===== src/rtl/ring_phase_monitor.sv =====
// ring_phase_monitor
//   Watches the one-hot phase vector of a ring counter. Each cycle it checks
//   that the vector is one-hot and that it rotated left by exactly one place
//   (bit i -> bit i+1, MSB -> bit 0). It locks after LOCK_CYC consecutive
//   legal steps, reports the phase as a binary index, pulses on each full
//   rotation, counts rotations and latches a sticky error with a cause code.
//
//   Pipeline: stage 1 registers phase_in into ph_q; stage 2 compares ph_q
//   with the previous sample ph_prev and updates the FSM and every output.
//   All outputs are registered, two edges after phase_in is sampled.
//
// Ports
//   clk       in   system clock, rising edge
//   rstn      in   asynchronous active-low reset
//   phase_in  in   [WIDTH]  one-hot phase from the ring counter
//   clr_err   in   clear sticky error (acts only in ERROR)
//   idx       out  [IDXW]   binary index of the last one-hot phase
//   locked    out  high while tracking
//   wrap      out  one-cycle pulse on a tracked WIDTH-1 -> 0 step
//   rot_cnt   out  [CNTW]   rotations seen while tracking (modulo 2^CNTW)
//   err       out  sticky error flag
//   err_code  out  [2]  00 none, 01 not one-hot, 10 illegal step
module ring_phase_monitor #(
   parameter int WIDTH    = 4,
   parameter int IDXW     = 2,
   parameter int LOCK_CYC = 4,
   parameter int CNTW     = 8
) (
   input  logic             clk,
   input  logic             rstn,
   input  logic [WIDTH-1:0] phase_in,
   input  logic             clr_err,
   output logic [IDXW-1:0]  idx,
   output logic             locked,
   output logic             wrap,
   output logic [CNTW-1:0]  rot_cnt,
   output logic             err,
   output logic [1:0]       err_code
);

   typedef enum logic [1:0] {
      S_IDLE  = 2'd0,
      S_ACQ   = 2'd1,
      S_TRACK = 2'd2,
      S_ERROR = 2'd3
   } state_t;

   localparam logic [1:0] CODE_NONE   = 2'b00;
   localparam logic [1:0] CODE_NOT_OH = 2'b01;
   localparam logic [1:0] CODE_STEP   = 2'b10;

   state_t           state, state_n;
   logic [WIDTH-1:0] ph_q, ph_prev;
   logic [7:0]       acq_cnt, acq_n;
   logic [8:0]       acq_inc;
   logic [CNTW-1:0]  rot_n;
   logic             wrap_n, err_n;
   logic [1:0]       code_n;
   logic             oh, step_ok, wrap_step;
   logic [IDXW-1:0]  enc;

   // One-hot: nonzero and clearing the lowest set bit leaves nothing.
   assign oh        = (ph_q != '0) && ((ph_q & (ph_q - WIDTH'(1))) == '0);
   assign step_ok   = oh && (ph_q == {ph_prev[WIDTH-2:0], ph_prev[WIDTH-1]});
   assign wrap_step = ph_prev[WIDTH-1] && ph_q[0];
   assign acq_inc   = {1'b0, acq_cnt} + 9'd1;

   // OR-encoder; only meaningful when ph_q is one-hot.
   always_comb begin
      enc = '0;
      for (int i = 0; i < WIDTH; i++)
         if (ph_q[i]) enc = enc | IDXW'(i);
   end

   always_comb begin
      state_n = state;
      acq_n   = acq_cnt;
      rot_n   = rot_cnt;
      wrap_n  = 1'b0;
      err_n   = err;
      code_n  = err_code;
      unique case (state)
         S_IDLE: begin
            if (oh) begin
               state_n = S_ACQ;
               acq_n   = '0;
            end
         end
         S_ACQ: begin
            if (!oh) begin
               state_n = S_IDLE;
            end else if (step_ok) begin
               // The step that completes lock never reports a wrap.
               if (acq_inc == 9'(LOCK_CYC)) begin
                  state_n = S_TRACK;
                  acq_n   = '0;
               end else begin
                  acq_n = acq_inc[7:0];
               end
            end else begin
               acq_n = '0;
            end
         end
         S_TRACK: begin
            if (step_ok) begin
               if (wrap_step) begin
                  wrap_n = 1'b1;
                  rot_n  = rot_cnt + CNTW'(1);
               end
            end else begin
               state_n = S_ERROR;
               err_n   = 1'b1;
               code_n  = oh ? CODE_STEP : CODE_NOT_OH;
            end
         end
         S_ERROR: begin
            // clear takes priority over anything seen on this edge
            if (clr_err) begin
               state_n = S_IDLE;
               err_n   = 1'b0;
               code_n  = CODE_NONE;
            end
         end
         default: state_n = S_IDLE;
      endcase
   end

   always_ff @(posedge clk or negedge rstn) begin
      if (!rstn) begin
         state    <= S_IDLE;
         ph_q     <= '0;
         ph_prev  <= '0;
         acq_cnt  <= '0;
         idx      <= '0;
         locked   <= 1'b0;
         wrap     <= 1'b0;
         rot_cnt  <= '0;
         err      <= 1'b0;
         err_code <= CODE_NONE;
      end else begin
         state    <= state_n;
         ph_q     <= phase_in;
         ph_prev  <= ph_q;
         acq_cnt  <= acq_n;
         if (oh) idx <= enc;
         locked   <= (state_n == S_TRACK);
         wrap     <= wrap_n;
         rot_cnt  <= rot_n;
         err      <= err_n;
         err_code <= code_n;
      end
   end

endmodule


===== config.mk =====
export PLATFORM = sky130hd
export DESIGN_NAME = ring_phase_monitor
export DESIGN_NICKNAME = d
export VERILOG_FILES = /design/src/rtl/ring_phase_monitor.sv
export SDC_FILE = /design/constraint.sdc
export NUM_CORES = 1
export LEC_CHECK = 0
export BUFFER_PORTS_ARGS = -buffer_cell sky130_fd_sc_hd__clkbuf_2
export CAP_MARGIN = 10
export CORE_ASPECT_RATIO = 1.5
export CORE_UTILIZATION = 50
export DETAILED_ROUTE_END_ITERATION = 10
export PLACE_DENSITY_LB_ADDON = 0.12
export SLEW_MARGIN = 20
export SYNTH_ARGS = -nofsm -noshare
export SYNTH_HDL_FRONTEND = slang
export SYNTH_SLANG_ARGS = --single-unit
export TNS_END_PERCENT = 1

===== constraint.sdc =====
create_clock -name clk -period 2.35 [get_ports clk]
set_clock_uncertainty 0.15 [all_clocks]
set_input_delay 0 -clock clk [delete_from_list [all_inputs] [get_ports clk]]
set_output_delay 0 -clock clk [all_outputs]
set_load 0.005 [all_outputs]

==> results.cfg <==
[power]
power_frac_clock = 0.381
power.density_nw_per_um2 = 613
peakVddDrop_v = 0.000566
internal_power_uw = 851
pwr-share-seq = 0.549
switchingPower_uw = 245
swShare = 0.223
cellLeakagePower_uw = 0.000833
comb_power_share = 0.070

[layout]
layout_commonest_cell = dfrtp_1
regArea_um2 = 826
multiInputGateArea_um2 = 637
nNetsFinal = 181
area_growth_pct = 20.7
final_core_util = 0.654
layout-drive-gt1-share = 0.205
antenna_cells = 0
final_cells = 208
nFillCells = 237
final_cell_mix = 33 x dfrtp_1, 21 x clkbuf_2, 17 x nand2_1

[cts]
clock_latency_ns = 0.28
cts.path.max_buffers = 2
cts_made_buffers = 5
hold_buffers = 6
cts_setup_buffers = 0
cts_tree = built
cts_resized = 0
clk_pin_slew_ns = 0.06
cts-root-buf = clkbuf_8
htreeDepth = 2
clock-sinks = 33

[sta]
fmax_ghz = 0.461
relSlewSlack = 0.466
hold_viol_final = 0
drv_slew = 0
final.setup.tns_ns = 0
setup_ws_ns = 0.183
finalCritPeriodShare = 0.922
tightest_slew_ns = 0.801
finalSetupViolations = 0
layout_min_cycle_time_ns = 2.17
rsz0062_at_grt = no

[synthesis]
syn_avg_cell_area_um2 = 10.8
synthCells = 137
synth_area_um2 = 1480
ys_seq_area_frac = 0.558
synth_nets = 147
synth_cell_types = 36
yosys_register_bits = 33
synth_edf_count = 0
yosysWarnings = 0
synth-main-ff-cell = dfrtp_1
synthArstFlopShare = 1.00
synth_top_area_share = 0.558
synth_area_leader_cell = dfrtp_1
synth.area.top_cells = dfrtp_1 56%, xnor2_1 5.3%, nand2_1 4.3%

[placement]
io_buffers = 21
routabilityCongestion = 0.755
dpl_worst_slack_ns = 0.200
dp_cells = 195
dp_hpwl_um = 2150

[floorplan]
fp.coreArea_um2 = 2730
die_area_um2 = 3190
dieHeight_um = 68.6
ioPinCount = 22
die_w_um = 46.4
initial_core_util = 0.541
rows = 23

[global_route]
antenna_found_initial = 0
grt_pass1_vias = 1138
grt_max_degree = 34
grtUsageTotal = 0.228
grt-ovfl-total = 0
grt_pass1_wl_um = 4920

[critical_path]
endpoint_kind = flip-flop
crit_chain = nor4b_1 > a211oi_2 > or2_1 > or4_1 > o211ai_2
critPathKind = reg -> reg
crit_required_ns = 2.41
r2r-start = ph_q[2]
regToRegEndpoint = acq_cnt[3]
endpoint = acq_cnt[3]
crit_path_max_incr_delay_ns = 0.52
crit_path_start_kind = flip-flop
crit_start = ph_q[2]
critPathArrivalTime_ns = 2.22
r2r_cells = 5
crit_path_max_fanout = 9
r2r_setup_slack_ns = 0.18
slowest_stage = or4_1

[route]
vias = 1156
vias_per_cell = 5.56
drc = 0
drt-total-wl_um = 2960
drt_iter0_drc = 16
ant_nets = 0
dr.pass1.iters = 4
wl_per_cell_um = 14.3

[min_path]
hold_class = in -> async

[job]
cap_violations = 0

[status]
outcome = finished clean
## logic make-up after synthesis
family / count (synthesis) / synth area share
adder cells (fa/ha/maj): 3 / 0.0254
flip-flops: 33 / 0.558
AND/OR/NAND/NOR: 57 / 0.206
XOR/XNOR: 11 / 0.0651
AO/OA/AOI/OAI: 28 / 0.126
multiplexers: 1 / 0.00761
buffers and inverters: 4 / 0.0118
## per-layer routing
layer / vias up / GRT usage / wire, µm
met5: - / 0 / 0
met4: 0 / 0.129 / 59
met3: 4 / 0.0651 / 83
met2: 18 / 0.411 / 1730
met1: 579 / 0.221 / 1100
li1: 555 / - / -
## final cells by class
type,instances,share of cell area
Sequential cell,33,0.462
Clock buffer,7,0.0483
Inverter,1,0.00210
Multi-Input combinational cell,100,0.356
Timing Repair Buffer,30,0.105
Tap cell,37,0.0259
## worst max-delay path: cells and delay by family, from the launching register on
kind / cells / cell delay, ns
AND/OR/NAND/NOR: 3 / 1.24
flip-flops: 1 / 0.45
AO/OA/AOI/OAI: 2 / 0.26
## metrics by stage
| stage | hold slack (ns) | instance area [µm²] | power [µW] |
|---|---|---|---|
| 2_1_floorplan | -0.446 | 1480 | 646 |
| 3_3_place_gp | -0.0411 | 1640 | 679 |
| 3_5_place_dp | -0.0403 | 1640 | 682 |
| 4_1_cts | 0.212 | 1790 | 1110 |
| 5_1_grt | 0.225 | 1790 | 1150 |
| 6_report | 0.197 | 1790 | 1100 |
## power groups by stage
stage | Sequential (µW) | Combinational, µW | Clock, µW
after CTS | 601 | 78.8 | 429
final | 601 | 76.9 | 418
after floorplan | 607 | 39.1 | 0
after global routing | 604 | 87.2 | 456
after global placement | 611 | 67.9 | 0
after detailed placement | 612 | 70.9 | 0
## how the worst min path moves through the flow
stage	startpoint	to	slack (ns)
after global routing	phase_in[1]	ph_q[1]	0.22
after detailed placement	phase_in[3]	ph_q[3]	-0.04
after floorplan	rstn	acq_cnt[0]	-0.45
final	rstn	acq_cnt[0]	0.20
after global placement	phase_in[0]	ph_q[0]	-0.04
after CTS	rstn	acq_cnt[2]	0.21
## cell usage after synthesis (2+ instances only)
| library cell | count |
|---|---|
| o21a_1 | 2 |
| nor4b_1 | 2 |
| dfrtp_1 | 33 |
| and3_1 | 3 |
| nor3_1 | 2 |
| nor2_1 | 8 |
| o21ai_0 | 11 |
| nor2b_1 | 3 |
| xnor2_1 | 9 |
| a21oi_1 | 3 |
| ha_1 | 3 |
| nand3_1 | 6 |
| nand2_1 | 17 |
| xor2_1 | 2 |
| nand4_1 | 5 |
| nand2b_1 | 3 |
| o31ai_1 | 6 |
## sequential cells by signal, indices dropped and copies added, names as in the netlist
register / cells
idx: 2
locked: 1
acq_cnt: 8
wrap: 1
ph_prev: 4
ph_q: 4
state: 2
rot_cnt: 8
err_code: 2
err: 1
No activity file was read; power rests on OpenSTA's default activity.
